**src/rtl/mult_seq_ctrl_pkg.sv**
```systemverilog
// Shared definitions for the sequential shift-add multiplier:
// FSM state encoding and the default operand width.
package mult_seq_ctrl_pkg;

    localparam int WIDTH_DEF = 4;

    typedef enum logic [1:0] {
        ST_IDLE = 2'b00,
        ST_CALC = 2'b01,
        ST_DONE = 2'b10
    } state_e;

endpackage

```
**src/rtl/mult_seq_ctrl_adder_ripple.sv**
```systemverilog
// Gate-level ripple-carry adder: a half adder at bit 0 and
// full adders above it, used as the shared multiplier datapath adder.
module adder_ripple #(
    parameter int WIDTH = 4
) (
    output logic             c_out,
    output logic [WIDTH-1:0] sum,
    input  logic [WIDTH-1:0] a,
    input  logic [WIDTH-1:0] b
);

    logic [WIDTH:1] c;

    assign sum[0] = a[0] ^ b[0];
    assign c[1]   = a[0] & b[0];

    for (genvar i = 1; i < WIDTH; i++) begin : g_fa
        logic p;
        assign p        = a[i] ^ b[i];
        assign sum[i]   = p ^ c[i];
        assign c[i+1]   = (a[i] & b[i]) | (p & c[i]);
    end

    assign c_out = c[WIDTH];

endmodule

```
**src/rtl/mult_seq_ctrl.sv**
```systemverilog
// Sequential shift-add multiplier controller: one WIDTH-bit adder,
// reused once per cycle over WIDTH steps, with a start/done handshake.
module mult_seq_ctrl
    import mult_seq_ctrl_pkg::*;
#(
    parameter int WIDTH = WIDTH_DEF
) (
    input  logic               clk,
    input  logic               rst,
    input  logic               start,
    input  logic [WIDTH-1:0]   a,
    input  logic [WIDTH-1:0]   b,
    output logic [2*WIDTH-1:0] product,
    output logic               busy,
    output logic               done
);

    localparam int CW = $clog2(WIDTH);
    localparam logic [CW-1:0] LAST = CW'(WIDTH - 1);

    state_e               state_q;
    logic [WIDTH-1:0]     mcand_q;
    logic [2*WIDTH:0]     p_q;
    logic [2*WIDTH:0]     p_d;
    logic [CW-1:0]        count_q;
    logic [2*WIDTH-1:0]   product_q;
    logic                 busy_q;
    logic                 done_q;

    logic                 add_co;
    logic [WIDTH-1:0]     add_sum;
    logic [WIDTH:0]       acc_d;

    adder_ripple #(
        .WIDTH(WIDTH)
    ) u_add (
        .c_out(add_co),
        .sum  (add_sum),
        .a    (p_q[2*WIDTH-1:WIDTH]),
        .b    (mcand_q)
    );

    // The accumulator's top bit is always clear between steps, so the
    // carry-out of the WIDTH-bit add lands there without loss.
    always_comb begin
        acc_d = p_q[2*WIDTH:WIDTH];
        if (p_q[0]) begin
            acc_d = {add_co, add_sum};
        end
        p_d = {1'b0, acc_d, p_q[WIDTH-1:1]};
    end

    always_ff @(posedge clk or posedge rst) begin
        if (rst) begin
            state_q   <= ST_IDLE;
            mcand_q   <= '0;
            p_q       <= '0;
            count_q   <= '0;
            product_q <= '0;
            busy_q    <= 1'b0;
            done_q    <= 1'b0;
        end else begin
            case (state_q)
                ST_IDLE: begin
                    busy_q <= 1'b0;
                    done_q <= 1'b0;
                    if (start) begin
                        mcand_q <= a;
                        p_q     <= {{(WIDTH+1){1'b0}}, b};
                        count_q <= '0;
                        busy_q  <= 1'b1;
                        state_q <= ST_CALC;
                    end
                end
                ST_CALC: begin
                    p_q     <= p_d;
                    count_q <= count_q + 1'b1;
                    if (count_q == LAST) begin
                        product_q <= p_d[2*WIDTH-1:0];
                        busy_q    <= 1'b0;
                        done_q    <= 1'b1;
                        state_q   <= ST_DONE;
                    end
                end
                ST_DONE: begin
                    done_q  <= 1'b0;
                    state_q <= ST_IDLE;
                end
                default: begin
                    busy_q  <= 1'b0;
                    done_q  <= 1'b0;
                    state_q <= ST_IDLE;
                end
            endcase
        end
    end

    assign product = product_q;
    assign busy    = busy_q;
    assign done    = done_q;

endmodule
```
**config.mk**
```make
export PLATFORM = sky130hd
export DESIGN_NAME = mult_seq_ctrl
export DESIGN_NICKNAME = d
export VERILOG_FILES = /design/src/rtl/mult_seq_ctrl_pkg.sv /design/src/rtl/mult_seq_ctrl_adder_ripple.sv /design/src/rtl/mult_seq_ctrl.sv
export SDC_FILE = /design/constraint.sdc
export NUM_CORES = 1
export LEC_CHECK = 0
export CAP_MARGIN = 20
export CORE_MARGIN = 1.5
export CORE_UTILIZATION = 55
export CTS_BUF_LIST = sky130_fd_sc_hd__clkbuf_4 sky130_fd_sc_hd__clkbuf_8 sky130_fd_sc_hd__clkbuf_16
export DETAILED_ROUTE_END_ITERATION = 7
export PLACE_DENSITY = 0.83
export SYNTH_ARGS = -nofsm -noshare
export SYNTH_HDL_FRONTEND = slang
export SYNTH_SLANG_ARGS = --single-unit
```
**constraint.sdc**
```tcl
create_clock -name clk -period 5.3 [get_ports clk]
set_input_delay 1.06 -clock clk [delete_from_list [all_inputs] [get_ports clk]]
set_output_delay 1.06 -clock clk [all_outputs]
set_load 0.1 [all_outputs]
```
# After elaboration in Yosys (flattened, before gate mapping)
# Index checks and enable logic that the tools add are counted.
[word_totals]
rom_bits = 0
ramBits = 0
mem_count = 0
out_inout_bits = 10
in_bits = 11
reg_bits = 27
latch_bits = 0
[classes]
order_cmp = 0
div_mod_pow = 0
shift = 0
n_mux = 13
bitwise = 18
n_mul = 0
reduce_logical = 7
n_eq_ne = 5
add_sub_neg = 1
[ops]
columns = ["op", "n"]
rows = [
  ["$pmux 9 s2", 1],
  ["$reduce_and 2->1", 5],
  ["$mux 9", 1],
  ["$pmux 2 s2", 2],
  ["$and 1x1->1", 7],
  ["$xor 1x1->1", 7],
  ["$mux 2", 3],
  ["$mux 5", 1],
  ["$eq 2x2->1 const B", 2],
  ["$mux 1", 4],
  ["$ne 2x2->1 const B", 2],
  ["$or 1x1->1", 3],
  ["$pmux 1 s3", 1],
  ["$add 2x1->2 const B", 1],
  ["$eq 2x1->1 const B", 1],
  ["$logic_not 2->1", 1],
  ["$reduce_bool 2->1", 1],
  ["$not 1->1", 1],
]

# Longest topological paths before layout
[depth]
depth_word = 9
depth_mapped = 6
mapped_depth_nobuf = 6

# Hierarchy
# From an unflattened synthesis, not the netlist that was laid out.
[hier_totals]
cells_unflattened = 102
hier_area_um2 = 1199.9
[by_module_without_submodules]
columns = ["mod", "n_inst", "seq_area_each_um2", "cells_each", "area_each_um2"]
rows = [
  ["mult_seq_ctrl", 1, 650.6, 93, 1108.6],
  ["adder_ripple", 1, 0.0, 9, 91.3],
]

# Least setup slack after synthesis
# No wires, ideal clock.
[synth_path]
kind = "register to register"
from = "register mcand_q[0]"
to = "register p_q[6]"
path_buffers = 0
path_slack_ps = 3204
t_arrival_ps = 1969
setup_time_ps = 126
stages_incl_launch_ff = 7
required_ps = 5174
cell_sequence = "dfrtp_1 > ha_1 > fa_1 > fa_1 > fa_1 > mux2i_1 > o22ai_1"
[synth_via]
elab_chain_cells = 8
[synth_rtl]
columns = ["element", "line", "text"]
rows = [
  ["start, declared", "mult_seq_ctrl.sv:22", "logic [WIDTH-1:0] mcand_q;"],
  ["start signal, assigned", "mult_seq_ctrl.sv:56", "mcand_q <= '0;"],
  ["start signal, assigned", "mult_seq_ctrl.sv:68", "mcand_q <= a;"],
  ["$and 1x1->1", "mult_seq_ctrl_adder_ripple.sv:15", "assign c[1] = a[0] & b[0];"],
  ["$and 1x1->1", "mult_seq_ctrl_adder_ripple.sv:21", "assign c[i+1] = (a[i] & b[i]) | (p & c[i]);"],
  ["$or 1x1->1", "mult_seq_ctrl_adder_ripple.sv:21", ""],
  ["$and 1x1->1", "mult_seq_ctrl_adder_ripple.sv:21", ""],
  ["$or 1x1->1", "mult_seq_ctrl_adder_ripple.sv:21", ""],
  ["$xor 1x1->1", "mult_seq_ctrl_adder_ripple.sv:20", "assign sum[i] = p ^ c[i];"],
  ["$mux 5", "mult_seq_ctrl.sv:47", "if (p_q[0]) begin"],
  ["$pmux 9 s2", "mult_seq_ctrl.sv:63", "case (state_q)"],
  ["end signal, assigned", "mult_seq_ctrl.sv:69", "p_q <= {{(WIDTH+1){1'b0}}, b};"],
  ["end signal, assigned", "mult_seq_ctrl.sv:76", "p_q <= p_d;"],
  ["end, declared", "mult_seq_ctrl.sv:23", "logic [2*WIDTH:0] p_q;"],
]
# No other way between the ends.
# A chain may end at the register's enable or synchronous reset.

# Final worst setup path
[layout_path]
from = "register product_q[0], in the netlist product[0]"
to = "output port product[0]"
[layout_lines]
columns = ["element", "line", "text"]
rows = [
  ["start, declared", "mult_seq_ctrl.sv:26", "logic [2*WIDTH-1:0] product_q;"],
  ["start signal, assigned", "mult_seq_ctrl.sv:79", "product_q <= p_d[2*WIDTH-1:0];"],
  ["end, declared", "mult_seq_ctrl.sv:13", "output logic [2*WIDTH-1:0] product,"],
]
# No word-level cell between the ends.

==> flow_metrics.tcl <==
set metrics [dict create \
    status "complete, no violations" \
    worst_hold_path.num_cells 2 \
    stdcell_count 147 \
    proportion_of_synthesized_flip_flops_having_asynchronous_set_or_reset_pct 100 \
    clkTransAtPathRegs_ns 0.13 \
    setup_repair_after_global_routing_missed_its_margin "no" \
    mappedNetlistNets 117 \
    cts_tree "yes" \
    critical_path.max_fanout 2 \
    max_freq_mhz 342 \
    max_root_sink_buffers 2 \
    routed_via_density 5.34 \
    floorplan.initialDensity_pct 59.7 \
    fp-row-count 16 \
    critical_path.endpoint_type "primary output" \
    synthToLayoutAreaGrowth_pct 21.3 \
    layout_min_cycle_time_ns 2.93 \
    report.final.setup_viol 0 \
    worst_path_max_delay_cell "clkdlybuf4s50_1" \
    worst_ep_required_time_ns 4.24 \
    crit_cells 1 \
    cts_setup_buffers 0 \
    clock_latency_ns 0.32 \
    drt_iter0_drc 14 \
    cts_htree_levels 1 \
    slew-limit-headroom_pct 34.9 \
    yosys_most_used_dff "dfrtp_1" \
    dpl.cell_count 142 \
    synthDistinctLibCells 27 \
    dieWidth_um 49.8 \
    clock_skew_ns 0.00757 \
    ctsRootBufferMaster "clkbuf_4" \
    cts_inserted_buffers 3 \
    fin_max_slew_vios 0 \
    timing_hold_violations_final 0 \
    diodes 0 \
    final_layout_setup_total_negative_slack_ns 0 \
    avgSynthCellArea_um2 11.9 \
    criticalPathCategory "register to primary output" \
    setup.worst_path.start_class "register" \
    cp_cell_sequence "clkdlybuf4s50_1" \
    first_global_vias 810 \
    drive_gt1_share_pct 12.5 \
    synth_sequential_area_ratio_pct 53.9 \
    route.detailed.wl_per_inst_um 15.5 \
    ys_warn_count 0 \
    critical_path_arrival_ns 1.87 \
    cts_hold_buffers 0 \
    syn-instance-count 101 \
    route.final.wire_length_um 2290 \
    critical_path.max_stage_delay_ns 1.15 \
    post-route-period-util_pct 55.2 \
    place.port_buffers 20 \
    worstReg2RegStart "p_q[4]" \
    antenna_found_initial 0 \
    cts.sinks 26 \
    worst_pin_slew_ns 0.973 \
    hold_path.startpoint "product[7]" \
    max_cap_violations 0 \
    gr-total-overflow 0 \
    coreArea_mm2 0.00202 \
    floorplan.io_pins 21 \
    track_usage_pct 21.6 \
    grt_start_max_net_pins 27 \
    fp.dieH_um 49.8 \
    gp_routability_congestion 0.765 \
    worstRegToRegCells 6 \
    worstSetupStartpoint "product[0]" \
    synth.ff_latch_count 26 \
    synth_area_mm2 0.00121 \
    firstDrtPassIters 4 \
    detail_route_antenna_nets 0 \
    detailroute.via_count 785 \
    design.die.area_mm2 0.00248 \
    synth_enable_flop_cells 0 \
    cp_top_family "buffers and inverters" \
    min_path_type "register to register" \
    sum_of_buffers_and_inverters_on_the_critical_path 1 \
    drc 0 \
    final_nets 137 \
    post_cts_resize_count 0 \
    global_route_wire_length_before_repair_um 3880 \
]
[layout by cell type, fill, tap and decap left out]
| master | instances |
|---|---|
| mux2_4 | 3 |
| inv_1 | 3 |
| o22ai_1 | 4 |
| buf_16 | 1 |
| o21bai_2 | 1 |
| ha_1 | 2 |
| nor2_1 | 2 |
| and3b_1 | 3 |
| nor2b_1 | 1 |
| nor4b_1 | 1 |
| nor3b_2 | 1 |
| o21bai_1 | 1 |
| nand3b_4 | 1 |
| clkbuf_8 | 1 |
| nand2b_1 | 2 |
| nand2_1 | 17 |
| mux2_2 | 3 |
| o21ai_0 | 5 |
| clkbuf_4 | 3 |
| o21ai_1 | 7 |
| a221oi_2 | 1 |
| clkdlybuf4s50_1 | 20 |
| fa_1 | 3 |
| dfrtp_1 | 26 |
| a21o_1 | 1 |
| a21oi_1 | 3 |
| mux2i_1 | 4 |
[path summary, 6_finish.rpt]
path / slack (ns) / endpoint
min: 0.50 / product[7]
max: 2.37 / product[0]
min in group asynchronous: 0.91 / product[0]
max reg2reg: 2.97 / p_q[6]
max in group asynchronous: 4.03 / product[7]
min reg2reg: 0.50 / product[7]
[logic make-up (layout without fill, tap and decap cells)]
logic type | Yosys count | count (layout) | share of synthesized area, %
AO/OA/AOI/OAI | 23 | 23 | 11.7
adder cells (fa/ha/maj) | 5 | 5 | 7.05
buffers and inverters | 9 | 28 | 4.36
flip-flops | 26 | 26 | 53.9
multiplexers | 10 | 10 | 9.85
AND/OR/NAND/NOR | 28 | 28 | 13.1
[sequential cells by signal, summed over array words and instances (netlist names)]
name	flops
done	1
p_q	8
state_q	2
busy	1
count_q	2
product	8
mcand_q	4
[synth_stat cells, types with 2 or more instances]
master / number / area, um2
buf_2: 2 / 10.0
inv_1: 3 / 11.3
nor2_1: 2 / 7.51
nand2b_1: 2 / 12.5
mux2i_1: 4 / 40.0
mux2_2: 3 / 33.8
ha_1: 2 / 25.0
o21ai_0: 5 / 25.0
fa_1: 3 / 60.1
o21ai_1: 7 / 35.0
o22ai_1: 4 / 25.0
and3b_1: 3 / 26.3
dfrtp_1: 26 / 651
a21oi_1: 3 / 15.0
nand2_1: 17 / 63.8
buf_4: 2 / 15.0
mux2_4: 3 / 45.0
[worst reg2reg max path, delay by kind of cell (launching register included)]
kind	cells	cell delay, ns
adder cells (fa/ha/maj)	4	1.42
multiplexers	1	0.21
AO/OA/AOI/OAI	1	0.11
flip-flops	1	0.43
[per-stage QoR]
| stage | hold slack [ns] | instance area (um2) | worst slack, ns | utilization (%) |
|---|---|---|---|---|
| floorplan | 0.466 | 1210 | 3.20 | - |
| global placement | 0.463 | 1400 | 2.50 | 69.2 |
| detailed placement | 0.471 | 1400 | 2.45 | 69.2 |
| CTS | 0.503 | 1440 | 2.39 | 71.0 |
| global route | 0.535 | 1460 | 2.33 | 72.3 |
| finish | 0.497 | 1460 | 2.37 | 72.3 |
[area by class of cell]
class                           count  area (um2)
Tap cell                           27        33.8
Fill cell                         142         559
Sequential cell                    26         651
Timing Repair Buffer               21         228
Clock buffer                        4        36.3
Inverter                            3        11.3
Multi-Input combinational cell     66         503
[metal layers]
layer	global-route usage (%)	vias up	wire length [um]
met1	28.5	375	1010
met2	33.1	17	1090
met3	6.97	8	104
li1	-	385	-
met5	0	-	0
met4	8.33	0	76
Power is not shown: default switching activity piles up to over one toggle a cycle in this logic, so the estimate is an artifact.
